[src/rtl/fpu_dp_divider_seq.sv]
// fpu_dp_divider_seq: multicycle IEEE-754 binary64 divider (result = a / b).
// Radix-2 restoring mantissa division, one quotient bit per clock, RNE
// rounding, subnormals flushed to zero on input and output.
// Ports:
//   clk, rst                 - clock, synchronous active-high reset
//   start                    - launch request, honoured only in IDLE
//   a, b                     - dividend / divisor, latched on the accepting edge
//   busy                     - high from the accepting edge through the done cycle
//   done                     - one-cycle pulse, result and flags valid
//   result                   - binary64 quotient
//   overflow_underflow_flag  - result saturated to infinity or flushed to zero
//   div_by_zero              - finite nonzero value divided by zero
module fpu_dp_divider_seq #(
  parameter int unsigned QBITS = 56
) (
  input  logic        clk,
  input  logic        rst,
  input  logic        start,
  input  logic [63:0] a,
  input  logic [63:0] b,
  output logic        busy,
  output logic        done,
  output logic [63:0] result,
  output logic        overflow_underflow_flag,
  output logic        div_by_zero
);

  localparam int unsigned CW = $clog2(QBITS);

  typedef enum logic [2:0] {
    S_IDLE, S_SETUP, S_DIVIDE, S_NORM, S_DONE
  } state_t;

  state_t             r_state, w_state_nx;
  logic [63:0]        r_a, r_b;
  logic               r_sign;
  logic signed [12:0] r_exp;
  logic [53:0]        r_rem;
  logic [52:0]        r_div;
  logic [QBITS-1:0]   r_q;
  logic [CW-1:0]      r_cnt;
  logic [63:0]        r_result;
  logic               r_ovf, r_dz;

  // Operand decode (exponent 0 means zero, subnormals flushed)
  logic [10:0] w_ea, w_eb;
  logic [51:0] w_ma, w_mb;
  logic        w_a_zero, w_b_zero, w_a_inf, w_b_inf, w_a_nan, w_b_nan, w_sign;
  assign w_ea     = r_a[62:52];
  assign w_eb     = r_b[62:52];
  assign w_ma     = r_a[51:0];
  assign w_mb     = r_b[51:0];
  assign w_sign   = r_a[63] ^ r_b[63];
  assign w_a_zero = (w_ea == 11'd0);
  assign w_b_zero = (w_eb == 11'd0);
  assign w_a_inf  = (w_ea == 11'h7FF) && (w_ma == '0);
  assign w_b_inf  = (w_eb == 11'h7FF) && (w_mb == '0);
  assign w_a_nan  = (w_ea == 11'h7FF) && (w_ma != '0);
  assign w_b_nan  = (w_eb == 11'h7FF) && (w_mb != '0);

  logic        w_special, w_spec_dz;
  logic [63:0] w_spec_res;
  always_comb begin
    w_special  = 1'b1;
    w_spec_dz  = 1'b0;
    w_spec_res = '0;
    if (w_a_nan || w_b_nan)
      w_spec_res = 64'h7FF8_0000_0000_0000;
    else if ((w_a_zero && w_b_zero) || (w_a_inf && w_b_inf))
      w_spec_res = 64'h7FF8_0000_0000_0000;
    else if (w_b_zero && !w_a_inf) begin
      w_spec_res = {w_sign, 11'h7FF, 52'd0};
      w_spec_dz  = 1'b1;
    end else if (w_a_inf)
      w_spec_res = {w_sign, 11'h7FF, 52'd0};
    else if (w_a_zero || w_b_inf)
      w_spec_res = {w_sign, 63'd0};
    else
      w_special = 1'b0;
  end

  // One restoring division step
  logic        w_ge;
  logic [53:0] w_rem_sel;
  assign w_ge      = (r_rem >= {1'b0, r_div});
  assign w_rem_sel = w_ge ? (r_rem - {1'b0, r_div}) : r_rem;

  // Normalise and round. Quotient MSB has weight 1; the ratio lies in (0.5, 2).
  logic [QBITS-1:0]   w_qn;
  logic signed [12:0] w_exp_dec, w_exp_fin;
  logic [52:0]        w_mant;
  logic               w_g, w_r, w_s, w_up;
  logic [53:0]        w_mr;
  logic [51:0]        w_frac;
  always_comb begin
    w_qn      = r_q[QBITS-1] ? r_q : {r_q[QBITS-2:0], 1'b0};
    w_exp_dec = r_q[QBITS-1] ? r_exp : (r_exp - 13'sd1);
    w_mant    = w_qn[QBITS-1 -: 53];
    w_g       = w_qn[QBITS-54];
    w_r       = w_qn[QBITS-55];
    w_s       = (|w_qn[QBITS-56:0]) || (r_rem != '0);
    w_up      = w_g && (w_r || w_s || w_mant[0]);
    w_mr      = {1'b0, w_mant} + 54'(w_up);
    // Carry out of the mantissa leaves 1.000..0: shift right, bump exponent
    w_frac    = w_mr[53] ? w_mr[52:1] : w_mr[51:0];
    w_exp_fin = w_mr[53] ? (w_exp_dec + 13'sd1) : w_exp_dec;
  end

  always_ff @(posedge clk) begin
    if (rst) r_state <= S_IDLE;
    else     r_state <= w_state_nx;
  end

  always_comb begin
    w_state_nx = r_state;
    busy       = (r_state != S_IDLE);
    done       = (r_state == S_DONE);
    case (r_state)
      S_IDLE:   if (start) w_state_nx = S_SETUP;
      S_SETUP:  w_state_nx = w_special ? S_DONE : S_DIVIDE;
      S_DIVIDE: if (r_cnt == CW'(QBITS-1)) w_state_nx = S_NORM;
      S_NORM:   w_state_nx = S_DONE;
      S_DONE:   w_state_nx = S_IDLE;
      default:  w_state_nx = S_IDLE;
    endcase
  end

  always_ff @(posedge clk) begin
    if (rst) begin
      r_a      <= '0;
      r_b      <= '0;
      r_sign   <= 1'b0;
      r_exp    <= '0;
      r_rem    <= '0;
      r_div    <= '0;
      r_q      <= '0;
      r_cnt    <= '0;
      r_result <= '0;
      r_ovf    <= 1'b0;
      r_dz     <= 1'b0;
    end else begin
      case (r_state)
        S_IDLE: if (start) begin
          r_a   <= a;
          r_b   <= b;
          r_ovf <= 1'b0;
          r_dz  <= 1'b0;
        end
        S_SETUP: begin
          r_sign <= w_sign;
          r_exp  <= $signed({2'b00, w_ea}) - $signed({2'b00, w_eb}) + 13'sd1023;
          r_rem  <= {2'b01, w_ma};
          r_div  <= {1'b1, w_mb};
          r_cnt  <= '0;
          r_q    <= '0;
          if (w_special) begin
            r_result <= w_spec_res;
            r_dz     <= w_spec_dz;
          end
        end
        S_DIVIDE: begin
          r_q   <= {r_q[QBITS-2:0], w_ge};
          r_rem <= {w_rem_sel[52:0], 1'b0};
          r_cnt <= r_cnt + 1'b1;
        end
        S_NORM: begin
          if (w_exp_fin >= 13'sd2047) begin
            r_result <= {r_sign, 11'h7FF, 52'd0};
            r_ovf    <= 1'b1;
          end else if (w_exp_fin <= 13'sd0) begin
            r_result <= {r_sign, 63'd0};
            r_ovf    <= 1'b1;
          end else begin
            r_result <= {r_sign, w_exp_fin[10:0], w_frac};
          end
        end
        default: ;
      endcase
    end
  end

  assign result                  = r_result;
  assign overflow_underflow_flag = r_ovf;
  assign div_by_zero             = r_dz;

endmodule

[config.mk]
export PLATFORM = sky130hd
export DESIGN_NAME = fpu_dp_divider_seq
export DESIGN_NICKNAME = d
export VERILOG_FILES = /design/src/rtl/fpu_dp_divider_seq.sv
export SDC_FILE = /design/constraint.sdc
export NUM_CORES = 1
export LEC_CHECK = 0
export BUFFER_PORTS_ARGS = -buffer_cell sky130_fd_sc_hd__buf_2
export CAP_MARGIN = 40
export CORE_UTILIZATION = 40
export CTS_BUF_LIST = sky130_fd_sc_hd__clkbuf_4 sky130_fd_sc_hd__clkbuf_8 sky130_fd_sc_hd__clkbuf_16
export DETAILED_ROUTE_END_ITERATION = 10
export SETUP_SLACK_MARGIN = 0.02
export SYNTH_ARGS = -nofsm -noshare
export SYNTH_HDL_FRONTEND = slang
export SYNTH_SLANG_ARGS = --single-unit
[constraint.sdc]
create_clock -name clk -period 10.2 [get_ports clk]
set_input_delay 1.53 -clock clk [delete_from_list [all_inputs] [get_ports clk]]
set_output_delay 1.53 -clock clk [all_outputs]
set_load 0.02 [all_outputs]
# Word level (Yosys, flattened, before mapping)
# Index checks and enable logic that the tools add are counted.
dict set report totals {
  inputBits 131
  out_inout_bits 68
  elab_cells 102
  regBits 380
}
dict set report classes {
  n_mux 35
  order_cmp 3
  reduce_logical 33
  bitwise_logic 1
  addsub 7
  eq_ne 11
}
# cell n
set ops {}
lappend ops {{$mux 64} 6}
lappend ops {{$pmux 64 s2} 1}
lappend ops {{$mux 63} 2}
lappend ops {{$pmux 56 s2} 1}
lappend ops {{$pmux 54 s2} 1}
lappend ops {{$logic_not 52->1} 2}
lappend ops {{$reduce_bool 52->1} 2}
lappend ops {{$mux 56} 1}
lappend ops {{$add 53x1->54} 1}
lappend ops {{$ge 54x53->1} 1}
lappend ops {{$reduce_bool 54->1} 1}
lappend ops {{$mux 53} 1}
lappend ops {{$sub 53x53->53} 1}
lappend ops {{$mux 52} 1}
lappend ops {{$mux 13} 2}
lappend ops {{$eq 11x11->1 const B} 2}
lappend ops {{$logic_not 11->1} 2}
lappend ops {{$add 12x11->13 const B} 1}
lappend ops {{$add 13x2->13 const B} 1}
lappend ops {{$ge 13x12->1 const B} 1}
lappend ops {{$le 13x1->1 const B} 1}
lappend ops {{$sub 13x2->13 const B} 1}
lappend ops {{$mux 1} 12}
lappend ops {{$pmux 3 s4} 1}
lappend ops {{20 further kinds} 44}

# Logic depth before layout (Yosys ltp)
# Gate-level depths: netlist of the first run.
dict set report logic_depth {
  depth_word 11
  mapped_depth 22
  mapped_depth_nobuf 14
}

# Least setup slack after synthesis of the first run
# No wires, ideal clock.
dict set report synth_path {
  kind {register to register}
  start {reg r_q[55]}
  end {reg r_result[19], in the netlist result[19]}
  period_less_slack_ns 4.713
  path_stages_with_launch 23
  required_ns 10.141
  slack_ns 5.487
  arrival_ns 4.654
  path_buffers 9
  path_cell_list {dfxtp_1 -> buf_6 -> buf_6 -> buf_4 -> buf_4 -> clkbuf_1 -> clkbuf_1 -> clkbuf_1 -> buf_1 -> nand2_1 -> a21boi_0 -> ha_1 -> nand3_1 -> nor2_1 -> nand4_1 -> nor4_2 -> and2_1 -> and3_1 -> a21oi_1 -> a211oi_1 -> o21ba_4 -> buf_6 -> a22o_1}
}
dict set report synth_between {
  elab_chain_cells 11
  elab_cells_between_ends 15
  cone_classes {add/sub (2); order compare (2); mux (7); reduce/logical (4)}
}
# item line
set synth_lines {}
lappend synth_lines {{start: declaration} 40} ;# logic [QBITS-1:0] r_q;
lappend synth_lines {{start signal: assignment} 162} ;# r_q <= {r_q[QBITS-2:0], w_ge};
lappend synth_lines {{$mux 56} 96} ;# w_qn = r_q[QBITS-1] ? r_q : {r_q[QBITS-2:0], 1'b0};
lappend synth_lines {{$logic_or 1x1->1} 101} ;# w_s = (|w_qn[QBITS-56:0]) || (r_rem != '0);
lappend synth_lines {{$logic_or 1x1->1 (2 in a row)} 102} ;# w_up = w_g && (w_r || w_s || w_mant[0]);
lappend synth_lines {{$logic_and 1x1->1} 102}
lappend synth_lines {{$add 53x1->54} 103} ;# w_mr = {1'b0, w_mant} + 54'(w_up);
lappend synth_lines {{$mux 13} 106} ;# w_exp_fin = w_mr[53] ? (w_exp_dec + 13'sd1) : w_exp_dec;
lappend synth_lines {{$le 13x1->1} 170} ;# end else if (w_exp_fin <= 13'sd0) begin
lappend synth_lines {{$mux 63} 170}
lappend synth_lines {{$mux 63 *} 167} ;# if (w_exp_fin >= 13'sd2047) begin
lappend synth_lines {{$pmux 64 s2 *} 142} ;# case (r_state)
lappend synth_lines {{end signal: assignment} 168} ;# r_result <= {r_sign, 11'h7FF, 52'd0};
lappend synth_lines {{end signal: assignment} 171} ;# r_result <= {r_sign, 63'd0};
lappend synth_lines {{end signal: assignment} 174} ;# r_result <= {r_sign, w_exp_fin[10:0], w_frac};
lappend synth_lines {{end: declaration} 42} ;# logic [63:0] r_result;
# Every way passes the cells marked *; elsewhere a longest branch is shown, timed or not.
# A chain may end at the register's enable or synchronous reset.

# Worst setup path in the final report of the first run
dict set report layout_path {
  start {reg r_q[55]}
  end {reg r_result[20], in the netlist result[20]}
}
# The elaborated chain is that of the path after synthesis.

==> results of run 1 <==
cell families (layout without fill, tap and decap cells):
group	after synthesis	count (layout)	synth area share
flip-flops	380	380	0.351
other	0	1	0
XOR/XNOR	98	98	0.0396
buffers and inverters	323	404	0.0587
multiplexers	40	40	0.0188
adder cells (fa/ha/maj)	71	71	0.0417
AND/OR/NAND/NOR	1165	1165	0.247
AO/OA/AOI/OAI	822	822	0.243
layout make-up:
class / instances / area [um^2]
inverter: 108 / 405
fill: 5345 / 28700
clock buffer: 59 / 1270
clock inverter: 17 / 161
multi-input combinational: 2196 / 12900
sequential: 380 / 7610
antenna: 1 / 2.50
tap: 688 / 861
timing repair buffer: 220 / 1260
report_power, final:
part / total [mW] / internal (mW) / switching, mW
sequential: 2.06 / 1.74 / 0.319
clock: 1.57 / 0.925 / 0.650
combinational: 4.98 / 1.87 / 3.11
stage by stage:
stage          power [mW]  area, um^2  instances
6_report             8.61       24400       3669
5_1_grt              9.25       24400       3669
4_1_cts              8.59       24400       3668
3_5_place_dp         6.97       23000       3592
3_3_place_gp         6.92       22800       3584
2_1_floorplan        5.73       21700       2899
worst reg2reg max path: stages (launching register included):
cell	delay [ns]
dfxtp_4	0.75
buf_4	0.85
mux2_2	0.38
o2111ai_2	0.20
nor4_2	0.66
and4_1	0.44
nand4_1	0.17
a21oi_2	0.36
nand2b_1	0.12
nand4bb_2	0.49
nor2_2	0.60
buf_8	0.23
a32o_1	0.18
flip-flops by register name (all words and copies together) (netlist names):
register and cells:
r_state 3, result 64, r_a 64, r_sign 1
r_div 53, r_q 56, overflow_underflow_flag 1, r_rem 54
r_cnt 6, div_by_zero 1, r_exp 13, r_b 64
per-layer routing:
layer,GRT usage,vias to the layer above,share of wire
met4,0.0660,0,0.020
met1,0.368,9925,0.51
met2,0.344,677,0.41
li1,-,10400,-
met5,0,-,0
met3,0.0351,77,0.062
worst paths after layout:
| kind | start | to | slack, ns | depth (start not counted) |
|---|---|---|---|---|
| worst max-delay path | r_q[55] | result[20] | 4.71 | 12 |
| worst min-delay path | result[0] | result[0] | 0.45 | 2 |
| worst max register to register | r_q[55] | result[20] | 4.71 | 12 |
| worst min register to register | result[0] | result[0] | 0.45 | 2 |
cells in the final DEF (no fill, tap or decap), types with 19 or more instances in the layout:
master,n
nand2_1,528
dfxtp_1,379
a21oi_1,364
nor2_1,259
buf_2,199
inv_1,108
o21ai_0,89
ha_1,69
xnor2_1,63
a22oi_1,61
nand3_1,58
nor4_1,56
nand4_1,49
clkbuf_16,45
nor3_1,44
a211oi_1,38
mux2i_1,35
xor2_1,35
a2111oi_0,35
a22o_1,29
a21o_1,28
a311oi_1,27
nand2b_1,25
nor2b_1,25
and3_1,22
and2_1,19
==> impl_results.md, run 1 <==
- Inserted Clock Buffers: 44
- Setup ws final: about 4.7 ns
- Post-synth EDFFs: 0
- CTS root buffer: clkbuf_16
- Syn_area_per_cell: ~7.5 um^2
- Outcome: finished clean
- Initial antenna violation count: 1
- Detail Route Antenna Nets: 0
- Worst path cell trace: buf_4 -> mux2_2 -> o2111ai_2 -> nor4_2 -> and4_1 -> nand4_1 -> a21oi_2 -> nand2b_1 -> nand4bb_2 -> nor2_2 -> buf_8 -> a32o_1
- IO Port Bufs: 198
- Maxcap violations: 0
- WL/cell: ~19 um
- Clk slew on worst S/H paths: ~0.060 ns
- Post-CTS Resized: 0
- Initial Util: 0.408
- Starting DRT DRC Count: a little under 2000
- Synth Register Bits: 380
- Top cells by count, synth: nand2_1, dfxtp_1, a21oi_1, nor2_1, clkbuf_1
- Clock Sinks: 380
- Peak VDD IR: around 0.00035 V
- Slew Limit Headroom: 0.391
- Die Wd: 235 um
- Synth Instances: between 2000 and 3000
- Cell area after synthesis: 0.0217 mm^2
- CTS tree: built
- Vias: approximately 21000
- CP max FO: 96
- CP Buf/Inv Count: 2
- Drt via density: about 5.7
- Post-synth ARST share: 0
- Tot GR Track Use: 0.240
- Most common cell in the netlist: nand2_1
- Max Clk Rate: about 180 MHz
- Synth warn: 0
- Post-route DRC: 0
- Die height: around 230 um
- Unrepaired setup endpoints after global routing: no
- Static Leak: between 9 and 10 nW
- Tmin final: 5.49 ns
- CP max stage delay: approximately 0.8 ns
- Top_reg_cell synth: dfxtp_1
- Vias in the first global route: around 19000
- Fin. max-slew vios: 0
- Final setup vio count: 0
- PD cells: about 350 mW/mm^2
- Total wire length: about 68000 um
- GP Congestion: 0.915
- Worst endpoint required time: around 11 ns
- CP top delay family: simple AND/OR/NAND/NOR gates
- Router iterations before antenna repair: 5
- Total grt overflow: 0
- Layout Nets: 3152
- Final period utilization: 0.539
- H-tree levels: 2
- Share of layout cells above drive strength 1: 0.115
- Distinct cells, synth: a little under 90
- Post-CTS Hold Buffers: 0
- Synth area leaders: dfxtp_1, nand2_1, a21oi_1
- Dpl hpwl: around 50000 um
- Postcts setup bufs: 0
- Area grow syn2layout: 12.7%
- Fin Setup TNS: 0 ns
- Syn nets: slightly above 3000
- Synth area leader: dfxtp_1
- Setup WS pre-CTS: 4.83 ns
- Type of the most critical hold path: flip-flop to flip-flop
- Critical path arrival: 6.01 ns
- Die area: 0.0551 mm^2
- First-pass GRT wire length: roughly 110000 um
- CP Launch Type: flip-flop
- Setup Crit Path Kind: flip-flop to flip-flop
- Fin. Hold Viols: 0
- Slowest-stage cell, CP: buf_4
- Register area share after synthesis: 0.351
- IO Pins: around 200
- Skew-Pair Late Insertion Delay: 0.58 ns
- Largest net degree at the start of global routing: 107
- Core area: about 0.053 mm^2
- Critical Path End Type: flip-flop
- Worst-Margin Slew: 0.913 ns
- Clk_skew: approximately 0.018 ns
- Final design utilization: 0.460
- Clock buffer depth: 3
- Hold_ws: 0.449 ns
- Synth top area share: 0.351
- # rows: 84
Note: power is estimated with default switching activity, not from simulation.
==> inputs of run 2 (changes only) <==
==> constraint.sdc (replaced) <==
create_clock -name clk -period 4.4 [get_ports clk]
set_input_delay 0.66 -clock clk [delete_from_list [all_inputs] [get_ports clk]]
set_output_delay 0.66 -clock clk [all_outputs]
set_load 0.02 [all_outputs]
==> impl_results.md, run 2 (synthesized netlist as in run 1, its figures left out) <==
- CTS tree: built
- Clk slew on worst S/H paths: 0.06 ns (about the same)
- CTS root buffer: clkbuf_16
- Die area: 0.0551 mm^2 (unchanged)
- R2R Setup Slk: 0.36 ns (-4.35 ns)
- Layout Nets: 3199 (+1.5%)
- Fin. max-slew vios: 0 (unchanged)
- Pwr Total: 20.9 mW (+140%)
- Clock Sinks: 380 (unchanged)
- Tot GR Track Use: 0.246 (+0.00592)
- Worst endpoint required time: 4.86 ns (-5.86 ns)
- Static Leak: 9.71 nW (+3.1%)
- IO Port Bufs: 198 (unchanged)
- Starting DRT DRC Count: 1883 (-4.3%)
- # rows: 84 (unchanged)
- Dpl hpwl: 52300 um (+4.7%)
- Leading cell types in the layout, fill and taps excluded: nand2_1, dfxtp_1, a21oi_1, nor2_1, buf_2
- Outcome: finished clean
- Share of layout cells above drive strength 1: 0.129 (+0.0142)
- Slew Limit Headroom: 0.466 (+0.0744)
- Tmin final: 4.04 ns (-1.45 ns)
- Router iterations before antenna repair: 6 (+1)
- Skew-Pair Late Insertion Delay: 0.58 ns (about the same)
- Detail Route Antenna Nets: 0 (unchanged)
- Final setup vio count: 0 (unchanged)
- Initial antenna violation count: 1 (unchanged)
- Placed cell count: 3636 (+1.2%)
- Commonest non-fill, non-tap cell in the layout: nand2_1
- Die height: 235 um (unchanged)
- Setup Crit Path Kind: flip-flop to flip-flop
- Total wire length: 70800 um (+4.3%)
- Total grt overflow: 0 (unchanged)
- H-tree levels: 2 (unchanged)
- Vias: 21400 (+1.5%)
- Max Clk Rate: 247 MHz (+36%)
- Post-CTS Hold Buffers: 0 (unchanged)
- Maxcap violations: 0 (unchanged)
- CP Launch Type: flip-flop
- Critical path arrival: 4.50 ns (-1.51 ns)
- Drt via density: 5.76 (+0.24%)
- Post-route DRC: 0 (unchanged)
- First-pass GRT wire length: 110000 um (+1.4%)
- Final period utilization: 0.919 (+0.380)
- Largest net degree at the start of global routing: 114 (+6.5%)
- Critical Path End Type: flip-flop
- GP Congestion: 0.936 (+2.3%)
- Final std cells w/o fill: 3714 (+1.2%)
- WL/cell: 19.1 um (+3.0%)
- CP max FO: 32 (-67%)
- Worst-Margin Slew: 0.802 ns (-0.112 ns)
- Area grow syn2layout: 14.7%
- Vias in the first global route: 19500 (+0.58%)
- Type of the most critical hold path: primary input to flip-flop
- Die Wd: 235 um (unchanged)
- PD cells: 839 mW/mm^2 (+140%)
- Clock buffer depth: 3 (unchanged)
- Core area: 0.0531 mm^2 (unchanged)
- Unrepaired setup endpoints after global routing: no
- Filler cell count: 5323 (-0.41%)
- Fin. Hold Viols: 0 (unchanged)
- IO Pins: 199 (unchanged)
- Clk_skew: 0.0273 ns (+0.00913 ns)
- Inserted Clock Buffers: 44 (unchanged)
- Peak VDD IR: 0.000338 V (-3.5%)
- Initial Util: 0.408 (unchanged)
run 2: where the power goes:
part / switching (mW) / internal, mW / total (mW)
clock network: 1.50 / 2.25 / 3.75
registers: 0.767 / 4.03 / 4.80
logic: 7.70 / 4.61 / 12.3
total: 9.97 / 10.9 / 20.9
run 2: what timing repair did:
action | CTS | global route
endpoints found under the setup margin | 15 | 17
pin swaps | 0 | 2
setup buffers | 0 | 1
cloned | 0 | 1
gates resized for setup | 1 | 5
run 2: per-layer routing:
layer  track usage  up-vias  routed length, um
li1              -    10500                  -
met1         0.372    10100              35200
met2         0.353      738              28900
met3        0.0410       94               4970
met4        0.0734        0               1750
met5             0        -                  0
run 2: worst max-delay path, cell delays in order (launching register included):
cell	delay (ns)
dfxtp_1	0.44
ha_1	0.35
a21oi_1	0.25
o21ai_0	0.19
a221o_1	0.38
a21oi_1	0.22
o22ai_2	0.16
o21ai_1	0.50
o21ba_2	0.77
a21oi_1	0.21
a2111oi_0	0.43
run 2: area by class of cell:
| class | instances | area (um^2) | area share |
|---|---|---|---|
| Multi-Input combinational cell | 2197 | 12900 | 0.518 |
| Inverter | 108 | 405 | 0.0163 |
| Timing Repair Buffer | 266 | 1610 | 0.0648 |
| Tap cell | 688 | 861 | 0.0346 |
| Antenna cell | 1 | 2.50 | 0.000101 |
| Sequential cell | 380 | 7610 | 0.306 |
| Clock inverter | 10 | 123 | 0.00493 |
| Clock buffer | 64 | 1360 | 0.0547 |
run 2: path summary, 6_finish.rpt:
path / cells past startpoint / from / end
setup / recovery: 10 / r_rem[33] / r_rem[27]
hold reg to reg: 2 / result[0] / result[0]
hold / removal: 3 / a[18] / r_a[18]
setup reg to reg: 10 / r_rem[33] / r_rem[27]
run 2: per-stage QoR:
stage           util  hold slack [ns]  worst slack [ns]  area [um^2]  setup TNS, ns
3_5_place_dp   0.439            0.441           -0.0674        23300         -0.859
5_1_grt        0.469            0.309            0.0784        24900              0
3_3_place_gp   0.437            0.433           -0.0250        23200         -0.348
4_1_cts        0.467            0.293             0.138        24800              0
2_1_floorplan      -            0.435            0.0823        21700              0
6_report       0.469            0.310             0.357        24900              0
==> inputs of run 3 (changes only) <==
--- a/config.mk
+++ b/config.mk
@@ -7,9 +7,10 @@
 export LEC_CHECK = 0
 export BUFFER_PORTS_ARGS = -buffer_cell sky130_fd_sc_hd__buf_2
 export CAP_MARGIN = 40
-export CORE_UTILIZATION = 40
+export CORE_UTILIZATION = 45
 export CTS_BUF_LIST = sky130_fd_sc_hd__clkbuf_4 sky130_fd_sc_hd__clkbuf_8 sky130_fd_sc_hd__clkbuf_16
 export DETAILED_ROUTE_END_ITERATION = 10
+export PLACE_DENSITY = 0.66
 export SETUP_SLACK_MARGIN = 0.02
 export SYNTH_ARGS = -nofsm -noshare
 export SYNTH_HDL_FRONTEND = slang
==> impl_results.md, run 3 (synthesized netlist as in run 1, its figures left out) <==
- Total grt overflow: 0 (unchanged)
- Detail Route Antenna Nets: 0 (unchanged)
- Setup WS pre-CTS: 0.240 ns (+0.308 ns)
- Hold_ws: 0.317 ns (+0.00714 ns)
- Share of layout cells above drive strength 1: 0.123 (-0.00621)
- Crit Reg-Reg Startpoint: r_q[55]
- Clock Sinks: 380 (unchanged)
- GP Congestion: 0.991 (+5.9%)
- Initial antenna violation count: 5 (+4)
- Clock buffer depth: 3 (unchanged)
- CTS tree: built
- Total wire length: 69400 um (-2.0%)
- Type of the most critical hold path: primary input to flip-flop
- Filler cell count: 4742 (-11%)
- PD cells: 836 mW/mm^2 (-0.35%)
- First-pass GRT wire length: 108000 um (-1.5%)
- Area grow syn2layout: 13.1%
- Sequential standard cell area: 0.00761 mm^2 (unchanged)
- WL/cell: 19.2 um (+0.47%)
- Static Leak: 9.54 nW (-1.8%)
- Worst-Margin Slew: 0.938 ns (+0.137 ns)
- IO Port Bufs: 198 (unchanged)
- IO Pins: 199 (unchanged)
- Final setup vio count: 0 (unchanged)
- Drt via density: 5.88 (+2.1%)
- Max Clk Rate: 243 MHz (-1.9%)
- Multi-input gate area: 0.0129 mm^2 (-0.23%)
- Dpl hpwl: 50600 um (-3.2%)
- Inserted Clock Buffers: 42 (-4.5%)
- Core area: 0.0476 mm^2 (-10%)
- Maxcap violations: 0 (unchanged)
- H-tree levels: 2 (unchanged)
- Hold wc startpoint: a[50]
- Layout Nets: 3177 (-0.69%)
- Slew Limit Headroom: 0.374 (-0.0912)
- Placed cell count: 3544 (-2.5%)
- Commonest non-fill, non-tap cell in the layout: nand2_1
- Fin Setup TNS: 0 ns (unchanged)
- Critical path arrival: 4.60 ns (+0.10 ns)
- Fin. max-slew vios: 0 (unchanged)
- Leading cell types in the layout, fill and taps excluded: nand2_1, dfxtp_1, a21oi_1, nor2_1, buf_2
- Clk_skew: 0.0384 ns (+0.0111 ns)
- Starting DRT DRC Count: 1819 (-3.4%)
- Outcome: finished clean
- Critical Path End Type: flip-flop
- Setup Crit Path Kind: flip-flop to flip-flop
- Setup ws final: 0.280 ns (-0.0768 ns)
- Router iterations before antenna repair: 6 (unchanged)
- Final design utilization: 0.515 (+0.0461)
- Unrepaired setup endpoints after global routing: no
- Clk slew on worst S/H paths: 0.06 ns (about the same)
- Die area: 0.0491 mm^2 (-11%)
- Largest net degree at the start of global routing: 199 (+75%)
- CP Launch Type: flip-flop
- Vias in the first global route: 19500 (-0.41%)
- Worst endpoint required time: 4.88 ns (+0.02 ns)
- Initial Util: 0.455 (+0.0465)
- Post-route DRC: 0 (unchanged)
- # rows: 80 (-4.8%)
- Peak VDD IR: 0.000595 V (+76%)
- CTS root buffer: clkbuf_16
- CP startpoint: r_q[55]
- Tmin final: 4.12 ns (+0.0768 ns)
- Final std cells w/o fill: 3624 (-2.4%)
- Fin. Hold Viols: 0 (unchanged)
- CP max FO: 29 (-9.4%)
- Die Wd: 221 um (-5.7%)
- Vias: 21300 (-0.36%)
- Tot GR Track Use: 0.273 (+0.0272)
- Die height: 221 um (-5.7%)
- Final period utilization: 0.936 (+0.0175)
- Skew-Pair Late Insertion Delay: 0.59 ns (about the same)
==> run 3: cell count changes in the layout (fill, tap and decap cells not counted), moves of 4 or more <==
cell	previous run	this run
buf_4	59	41
clkbuf_16	47	43
clkbuf_4	7	12
clkbuf_8	12	5
clkinvlp_4	0	5
==> run 3: cell type report <==
cell class              instances  share of cell area
repair buffers                246              0.0591
multi-input cells            2197               0.525
flip-flops and latches        380               0.310
clock inverters                16             0.00745
inverters                     108              0.0165
well taps                     615              0.0314
diodes                          2            0.000204
clock buffers                  60              0.0504
==> run 3: path summary, 6_finish.rpt <==
kind / to / slack (ns) / depth (start not counted)
min reg2reg: result[3] / 0.45 / 2
max: result[44] / 0.28 / 12
min: r_a[50] / 0.32 / 3
max reg2reg: result[44] / 0.28 / 12
==> run 3: what timing repair did <==
action / 4_1_cts / 5_1_grt
buffers inserted: 0 / 1
endpoints found under the setup margin: 0 / 28
hold buffers: 0 / 0
endpoints found under the hold margin: 0 / 0
gates resized for setup: 0 / 1
==> run 3: routing by layer <==
layer / vias to the layer above / wire, um / track usage
li1: 10400 / - / -
met1: 10100 / 34100 / 0.414
met2: 710 / 29000 / 0.400
met3: 70 / 5290 / 0.0440
met4: 4 / 1080 / 0.0654
met5: - / 21 / 0
==> run 3: per-stage QoR <==
stage	power, mW	area (um^2)
after floorplan	13.3	21700
after global placement	16.4	23000
after detailed placement	16.5	23100
after CTS	20.2	24500
after global routing	21.9	24500
final	20.5	24500
==> run 3: worst max-delay path, cell delays in order (launching register included) <==
cell and delay (ns):
dfxtp_4 0.58, buf_4 0.36, mux2i_1 0.18, a211oi_1 0.35, and3_1 0.39, nand4_2 0.20
or4_4 0.48, a221oi_1 0.34, o2111a_1 0.27, nand4bb_2 0.27, nor2_2 0.05, buf_4 0.24
a32o_1 0.26
==> run 3: power by group <==
group          total, mW  internal (mW)  switching (mW)  leakage (nW)
combinational       12.1           4.53            7.57          5.75
clock               3.62           2.14            1.48         0.697
sequential          4.78           4.03           0.745          3.09
